[config.mk]
export PLATFORM = sky130hd
export DESIGN_NAME = ahb_sram_bridge_flat
export DESIGN_NICKNAME = d
export VERILOG_FILES = /design/src/rtl/ahb_sram_bridge_if.sv /design/src/rtl/ahb_sram_bridge.sv /design/src/flat_wrapper.sv
export SDC_FILE = /design/constraint.sdc
export NUM_CORES = 1
export LEC_CHECK = 0
export ABC_AREA = 0
export CAP_MARGIN = 20
export CORE_MARGIN = 3
export CORE_UTILIZATION = 46
export DETAILED_ROUTE_END_ITERATION = 16
export PLACE_DENSITY_LB_ADDON = 0.05
export SYNTH_ARGS = -nofsm -noshare
export SYNTH_HDL_FRONTEND = slang
export SYNTH_SLANG_ARGS = --single-unit
export TNS_END_PERCENT = 50
[constraint.sdc]
create_clock -name HCLK -period 2.05 [get_ports HCLK]
set_input_delay 0.205 -clock HCLK [delete_from_list [all_inputs] [get_ports HCLK]]
set_output_delay 0.205 -clock HCLK [all_outputs]
set_load 0.05 [all_outputs]
[src/rtl/ahb_sram_bridge_if.sv]
// rtl/ahb_sram_bridge_if.sv - AHB-Lite slave bus plus SRAM port signals for ahb_sram_bridge
interface ahb_sram_bridge_if #(
    parameter int ADDR_WIDTH = 13
);
    logic                  HSEL;
    logic [31:0]           HADDR;
    logic [1:0]            HTRANS;
    logic                  HWRITE;
    logic [2:0]            HSIZE;
    logic [31:0]           HWDATA;
    logic                  HREADY;
    logic [31:0]           HRDATA;
    logic                  HREADYOUT;
    logic                  HRESP;
    logic                  sram_en;
    logic [3:0]            sram_we;
    logic [ADDR_WIDTH-1:0] sram_addr;
    logic [31:0]           sram_wdata;
    logic [31:0]           sram_rdata;

    modport slave (
        input  HSEL, HADDR, HTRANS, HWRITE, HSIZE, HWDATA, HREADY, sram_rdata,
        output HRDATA, HREADYOUT, HRESP, sram_en, sram_we, sram_addr, sram_wdata
    );

    modport master (
        output HSEL, HADDR, HTRANS, HWRITE, HSIZE, HWDATA, HREADY, sram_rdata,
        input  HRDATA, HREADYOUT, HRESP, sram_en, sram_we, sram_addr, sram_wdata
    );
endinterface

[src/rtl/ahb_sram_bridge.sv]
// rtl/ahb_sram_bridge.sv - zero-wait AHB-Lite slave for a byte-write SRAM with a one-entry write buffer
module ahb_sram_bridge #(
    parameter int ADDR_WIDTH = 13
) (
    input  logic              HCLK,
    input  logic              HRESETn,
    ahb_sram_bridge_if.slave  bus
);
    typedef enum logic [1:0] {S_IDLE, S_ERR1, S_ERR2} state_t;

    state_t                r_state;
    logic                  r_hreadyout;
    logic                  r_hresp;
    logic                  r_wdp;
    logic [ADDR_WIDTH-1:0] r_wa_addr;
    logic [3:0]            r_wa_mask;
    logic                  r_buf_valid;
    logic [ADDR_WIDTH-1:0] r_buf_addr;
    logic [3:0]            r_buf_mask;
    logic [31:0]           r_buf_data;
    logic                  r_rdp;
    logic                  r_hit;

    logic [ADDR_WIDTH-1:0] w_word;
    logic [3:0]            w_mask;
    logic                  w_acc;
    logic                  w_err;
    logic                  w_rd;
    logic                  w_wr;
    logic                  w_data_end;
    logic                  w_direct;
    logic                  w_load;
    logic                  w_hit;
    logic                  w_unused;

    assign w_unused = ^bus.HADDR[31:ADDR_WIDTH+2];

    always_comb begin
        w_word = bus.HADDR[ADDR_WIDTH+1:2];
        case (bus.HSIZE)
            3'd0:    w_mask = 4'b0001 << bus.HADDR[1:0];
            3'd1:    w_mask = bus.HADDR[1] ? 4'b1100 : 4'b0011;
            default: w_mask = 4'b1111;
        endcase
        w_acc = bus.HSEL & bus.HREADY & bus.HTRANS[1] & (r_state != S_ERR1);
        w_err = w_acc & ((bus.HSIZE > 3'd2) |
                         ((bus.HSIZE == 3'd1) & bus.HADDR[0]) |
                         ((bus.HSIZE == 3'd2) & (bus.HADDR[1:0] != 2'b00)));
        w_rd  = w_acc & ~w_err & ~bus.HWRITE;
        w_wr  = w_acc & ~w_err & bus.HWRITE;
        w_data_end = r_wdp & bus.HREADY;
        // With the buffer empty and the port free, the finished write goes straight to the
        // SRAM; only a write whose data phase overlaps a read is parked. This keeps wr,wr,rd
        // sequences within a single buffer entry.
        w_direct = w_data_end & ~w_rd & ~r_buf_valid;
        w_load   = w_data_end & ~w_direct;
        w_hit    = w_rd & (r_wdp ? (w_word == r_wa_addr)
                                 : (r_buf_valid & (w_word == r_buf_addr)));
    end

    always_comb begin
        bus.sram_en    = 1'b0;
        bus.sram_we    = 4'b0000;
        bus.sram_addr  = '0;
        bus.sram_wdata = '0;
        if (w_rd) begin
            bus.sram_en   = 1'b1;
            bus.sram_addr = w_word;
        end else if (r_buf_valid) begin
            bus.sram_en    = 1'b1;
            bus.sram_we    = r_buf_mask;
            bus.sram_addr  = r_buf_addr;
            bus.sram_wdata = r_buf_data;
        end else if (w_direct) begin
            bus.sram_en    = 1'b1;
            bus.sram_we    = r_wa_mask;
            bus.sram_addr  = r_wa_addr;
            bus.sram_wdata = bus.HWDATA;
        end
    end

    always_comb begin
        bus.HRDATA = '0;
        if (r_rdp) begin
            for (int i = 0; i < 4; i++) begin
                bus.HRDATA[8*i +: 8] = (r_hit & r_buf_mask[i]) ? r_buf_data[8*i +: 8]
                                                               : bus.sram_rdata[8*i +: 8];
            end
        end
    end

    assign bus.HREADYOUT = r_hreadyout;
    assign bus.HRESP     = r_hresp;

    always_ff @(posedge HCLK or negedge HRESETn) begin
        if (!HRESETn) begin
            r_state     <= S_IDLE;
            r_hreadyout <= 1'b1;
            r_hresp     <= 1'b0;
            r_wdp       <= 1'b0;
            r_wa_addr   <= '0;
            r_wa_mask   <= 4'b0000;
            r_buf_valid <= 1'b0;
            r_buf_addr  <= '0;
            r_buf_mask  <= 4'b0000;
            r_buf_data  <= '0;
            r_rdp       <= 1'b0;
            r_hit       <= 1'b0;
        end else begin
            r_rdp <= w_rd;
            r_hit <= w_hit;

            if (w_wr) begin
                r_wdp     <= 1'b1;
                r_wa_addr <= w_word;
                r_wa_mask <= w_mask;
            end else if (w_data_end) begin
                r_wdp <= 1'b0;
            end

            // A load in the same cycle as a commit replaces the old entry after it was written.
            if (w_load) begin
                r_buf_valid <= 1'b1;
                r_buf_addr  <= r_wa_addr;
                r_buf_mask  <= r_wa_mask;
                r_buf_data  <= bus.HWDATA;
            end else if (r_buf_valid & ~w_rd) begin
                r_buf_valid <= 1'b0;
            end

            case (r_state)
                S_ERR1: begin
                    r_state     <= S_ERR2;
                    r_hreadyout <= 1'b1;
                    r_hresp     <= 1'b1;
                end
                default: begin
                    if (w_err) begin
                        r_state     <= S_ERR1;
                        r_hreadyout <= 1'b0;
                        r_hresp     <= 1'b1;
                    end else begin
                        r_state     <= S_IDLE;
                        r_hreadyout <= 1'b1;
                        r_hresp     <= 1'b0;
                    end
                end
            endcase
        end
    end
endmodule

[src/flat_wrapper.sv]
// flat-port wrapper written by rule: the top's interface ports become plain ports
module ahb_sram_bridge_flat 
#(
    parameter int ADDR_WIDTH = 13
)
  (HCLK, HRESETn, bus_HSEL, bus_HADDR, bus_HTRANS, bus_HWRITE, bus_HSIZE, bus_HWDATA, bus_HREADY, bus_sram_rdata, bus_HRDATA, bus_HREADYOUT, bus_HRESP, bus_sram_en, bus_sram_we, bus_sram_addr, bus_sram_wdata);
  ahb_sram_bridge_if #(.ADDR_WIDTH(ADDR_WIDTH)) bus_i ();
  input  logic HCLK;
  input  logic HRESETn;
  input wire logic [$bits(bus_i.HSEL)-1:0] bus_HSEL;
  input wire logic [$bits(bus_i.HADDR)-1:0] bus_HADDR;
  input wire logic [$bits(bus_i.HTRANS)-1:0] bus_HTRANS;
  input wire logic [$bits(bus_i.HWRITE)-1:0] bus_HWRITE;
  input wire logic [$bits(bus_i.HSIZE)-1:0] bus_HSIZE;
  input wire logic [$bits(bus_i.HWDATA)-1:0] bus_HWDATA;
  input wire logic [$bits(bus_i.HREADY)-1:0] bus_HREADY;
  input wire logic [$bits(bus_i.sram_rdata)-1:0] bus_sram_rdata;
  output wire logic [$bits(bus_i.HRDATA)-1:0] bus_HRDATA;
  output wire logic [$bits(bus_i.HREADYOUT)-1:0] bus_HREADYOUT;
  output wire logic [$bits(bus_i.HRESP)-1:0] bus_HRESP;
  output wire logic [$bits(bus_i.sram_en)-1:0] bus_sram_en;
  output wire logic [$bits(bus_i.sram_we)-1:0] bus_sram_we;
  output wire logic [$bits(bus_i.sram_addr)-1:0] bus_sram_addr;
  output wire logic [$bits(bus_i.sram_wdata)-1:0] bus_sram_wdata;
  assign bus_i.HSEL = bus_HSEL;
  assign bus_i.HADDR = bus_HADDR;
  assign bus_i.HTRANS = bus_HTRANS;
  assign bus_i.HWRITE = bus_HWRITE;
  assign bus_i.HSIZE = bus_HSIZE;
  assign bus_i.HWDATA = bus_HWDATA;
  assign bus_i.HREADY = bus_HREADY;
  assign bus_i.sram_rdata = bus_sram_rdata;
  assign bus_HRDATA = bus_i.HRDATA;
  assign bus_HREADYOUT = bus_i.HREADYOUT;
  assign bus_HRESP = bus_i.HRESP;
  assign bus_sram_en = bus_i.sram_en;
  assign bus_sram_we = bus_i.sram_we;
  assign bus_sram_addr = bus_i.sram_addr;
  assign bus_sram_wdata = bus_i.sram_wdata;
  ahb_sram_bridge #(.ADDR_WIDTH(ADDR_WIDTH)) u_core (.HCLK(HCLK), .HRESETn(HRESETn), .bus(bus_i));
endmodule
==> out/qor.csv, run 1 <==
stage,metric,value,unit
pwr,swShare,24.58,%
logic_synthesis,postSynthAreaPerCell,7.711,um2
logic_synthesis,synth_nets,813,
timing,tightest_slew,0.6477,ns
worst_hold_path,hp-class,input pin to asynchronous set/reset pin,
critical_path,timing.rr.end,u_core.r_buf_data[14],
timing,relSlewSlack,56.82,%
logic_synthesis,synth-async-reset-ratio,100.0,%
timing,fin_setup_tns,-3.867,ns
logic_synthesis,syn_inst,707,
pwr,power_density,454.3,mW/mm2
floorplanning,die_w,114.9,um
global_routing,grt_max_degree,51,
logic_synthesis,synthTopCellsByCount,"186 x nand2_1, 102 x o21ai_0, 86 x nor2b_1",
logic_synthesis,yosysMostFrequentCell,nand2_1,
critical_path,r2r_cells,6,
floorplanning,fp-row-count,39,
layout,drive_above_1_share,23.73,%
critical_path,critPathArrivalTime,2.02,ns
critical_path,cp-start-kind,flip-flop,
floorplanning,core,0.01152,mm2
placement,port-buffer-count,171,
timing,fin_skew,0.003644,ns
logic_synthesis,synth_top_cell_by_area,dfrtp_1,
critical_path,cp_max_fo,7,
global_routing,grt_pass1_vias,5785,
timing,setup_viol,49,
layout,diodes,0,
logic_synthesis,ys.flop_type,dfrtp_1,
floorplanning,die_h,114.9,um
detailed_routing,firstDrtPassIters,5,
critical_path,critPathRequiredTime,1.85,ns
clock_network,cts_buffers,9,
status,violations,negative setup slack,
critical_path,ff2ff_setup_slack,0.14,ns
timing,maxSlewViolCount,0,
clock_network,htreeDepth,3,
timing,fmax,449.7,MHz
critical_path,cp_num_buf_inv,2,
pwr,p_sw,918.3,uW
clock_network,cts_tree,done,
critical_path,setup.worst_path.class,flip-flop to output port,
critical_path,crit_path_end_kind,output port,
pwr,p_seq_share,43.1,%
layout,synthToLayoutAreaGrowth,50.81,%
pwr,clkPwrFrac,40.0,%
placement,gp_congestion,0.7847,
logic_synthesis,synth-seq-area-share,33.99,%
logic_synthesis,yosysWarningCount,0,
detailed_routing,wl_per_cell,16.53,um
layout,nNetsFinal,1003,
critical_path,reg2reg_from,u_core.r_state[0],
logic_synthesis,synth_area_leaders,"dfrtp_1 34%, nand2_1 13%, nor2b_1 9.9%, o21ai_0 9.4%, o211ai_1 6.7%",
timing,period_needed,2.224,ns
clock_network,clock_sinks,74,
logic_synthesis,synth-edff-count,0,
pwr,internal_power,2817,uW
timing,setup_ws,-0.1736,ns
detailed_routing,wirelength,17280,um
floorplanning,initial_core_util,47.34,%
pwr,ir_drop,0.3852,mV
pwr,p_comb_share,16.9,%
global_routing,grt_overflow,0,
flow_run,maxCapViolCount,0,
timing,period_share,108.5,%
timing,hold_viol_final,0,
detailed_routing,vias,5778,
placement,hpwl,11620,um
logic_synthesis,yosysTopAreaCellShare,33.51,%
floorplanning,die_area,0.01319,mm2
clock_network,root_buffer,clkbuf_16,
logic_synthesis,syn_area,0.005451,mm2
global_routing,grt_pass1_wl,27830,um
logic_synthesis,synthDistinctLibCells,35,
placement,pre_cts_slack,-0.2644,ns
detailed_routing,via_per_inst,5.529,
pwr,p_leak,0.003476,uW
clock_network,clk_pin_slew_worst_paths,0.05,ns
global_routing,grt_antenna_before_repair,0,
timing,grt_setup_unrepaired,true,
detailed_routing,drc,0,
floorplanning,ioPinCount,190,
status,status,"finished, violations left",
detailed_routing,drtIter0Drc,455,
critical_path,crit_family,simple AND/OR/NAND/NOR gates,
detailed_routing,ant_nets,0,
critical_path,path_cells,nor2b_4 > or3_4 > nor2_4 > buf_8 > mux2_4 > buf_12,
clock_network,ctsLongestPathBuffers,2,
clock_network,clk_latency,0.33,ns
critical_path,slowest_stage,or3_4,
global_routing,track_usage,25.88,%
critical_path,crit_path_max_incr_delay,0.38,ns
logic_synthesis,ys_ff_latch,74,
## power by group through the flow
stage	registers, uW	logic (uW)	clock network, uW
after global routing	1620	676	1600
after CTS	1610	629	1530
final	1610	631	1500
after global placement	1630	599	0
after floorplan	1620	288	0
after detailed placement	1630	611	0
## state kept, by name, indices dropped and copies added (netlist names)
register,flops
u_core.r_buf_data,32
u_core.r_buf_addr,13
u_core.r_wa_addr,13
u_core.r_buf_mask,4
u_core.r_wa_mask,4
u_core.r_state,2
u_core.bus.HREADYOUT,1
u_core.bus.HRESP,1
u_core.r_buf_valid,1
u_core.r_hit,1
u_core.r_rdp,1
u_core.r_wdp,1
## worst max path at each step
stage                       from                    end  slack (ns)  cells after the start
5_1_grt        u_core.r_state[0]       bus_sram_addr[7]       -0.24                      6
3_5_place_dp          bus_HREADY  u_core.r_buf_addr[11]       -0.26                      7
4_1_cts        u_core.r_state[0]      bus_sram_addr[10]       -0.21                      7
6_report       u_core.r_state[0]       bus_sram_addr[2]       -0.17                      6
2_1_floorplan       u_core.r_wdp     bus_sram_wdata[31]       -0.04                      6
3_3_place_gp          bus_HREADY   u_core.r_buf_data[7]       -0.21                      7
## kinds of logic (layout without fill, tap and decap cells)
family                     after synthesis  after routing  share of synthesized area (%)
AOI/OAI and AO/OA                      188            188                          21.48
xor gates and xnor gates                26             26                          4.177
adders and majority gates                1              1                         0.1836
buffers and inverters                   63            258                          4.820
DFF                                     74             74                          33.99
muxes                                   30             30                          6.817
and+or+nand+nor                        325            325                          28.53
## area by class of cell
class                      count  area, um2
clock buffer                  14      274.0
clock inverter                 2      10.01
fill                         906       3294
inverter                       3      11.26
multi-input combinational    570       3425
sequential                    74       1857
tap                          143      178.9
timing repair buffer         239       2466
## layout by cell type (no fill, tap or decap), types with 2 or more instances in the layout
cell type,count
nand2_1,185
o21ai_0,101
buf_4,87
clkdlybuf4s50_1,85
nor2b_1,80
dfrtp_1,72
o211ai_1,49
buf_6,38
nand3_1,32
a21boi_1,32
xnor2_1,26
mux2_4,22
buf_12,22
clkbuf_16,9
mux2_2,8
nor2b_2,6
nand4_1,6
nor2_1,3
inv_1,3
clkbuf_8,3
dlygate4sd2_1,3
or3_4,2
nor4_1,2
clkinv_2,2
clkbuf_1,2
buf_8,2
## through the flow
step                cells  hold WS, ns  area (um2)  total power, uW  util (%)
finish               1045       0.4459        8222             3735     71.39
global route         1045       0.4899        8222             3894     71.39
CTS                  1044       0.4420        8137             3767     70.65
detailed placement   1022       0.2685        7617             2241     66.15
global placement     1022       0.2668        7617             2226     66.15
floorplan             707     -0.09059        5456             1908         -
## layer usage
layer  up-vias  routed length, um  GRT usage, %
met5         -                  0             0
met2       193               8717         44.60
met3        31                891         3.316
met1      2771               7314         32.90
li1       2783                  -             -
met4         0                355         10.33
## what timing repair did
action	CTS	global route
pin swaps	4	3
setup endpoints to repair	57	50
hold endpoints to repair	44	0
hold buffers	1	0
setup buffers	4	3
gates cloned	2	0
gates resized for setup	41	32
No activity file was read; power rests on OpenSTA's default activity.
==> run 2, diff against run 1 <==
--- a/config.mk
+++ b/config.mk
@@ -6,7 +6,7 @@
 export NUM_CORES = 1
 export LEC_CHECK = 0
 export ABC_AREA = 0
-export CAP_MARGIN = 20
+export CAP_MARGIN = 10
 export CORE_MARGIN = 3
 export CORE_UTILIZATION = 46
 export DETAILED_ROUTE_END_ITERATION = 16
==> results of run 2 <==
The final DEF is identical to that of run 1; final timing and power are the same.
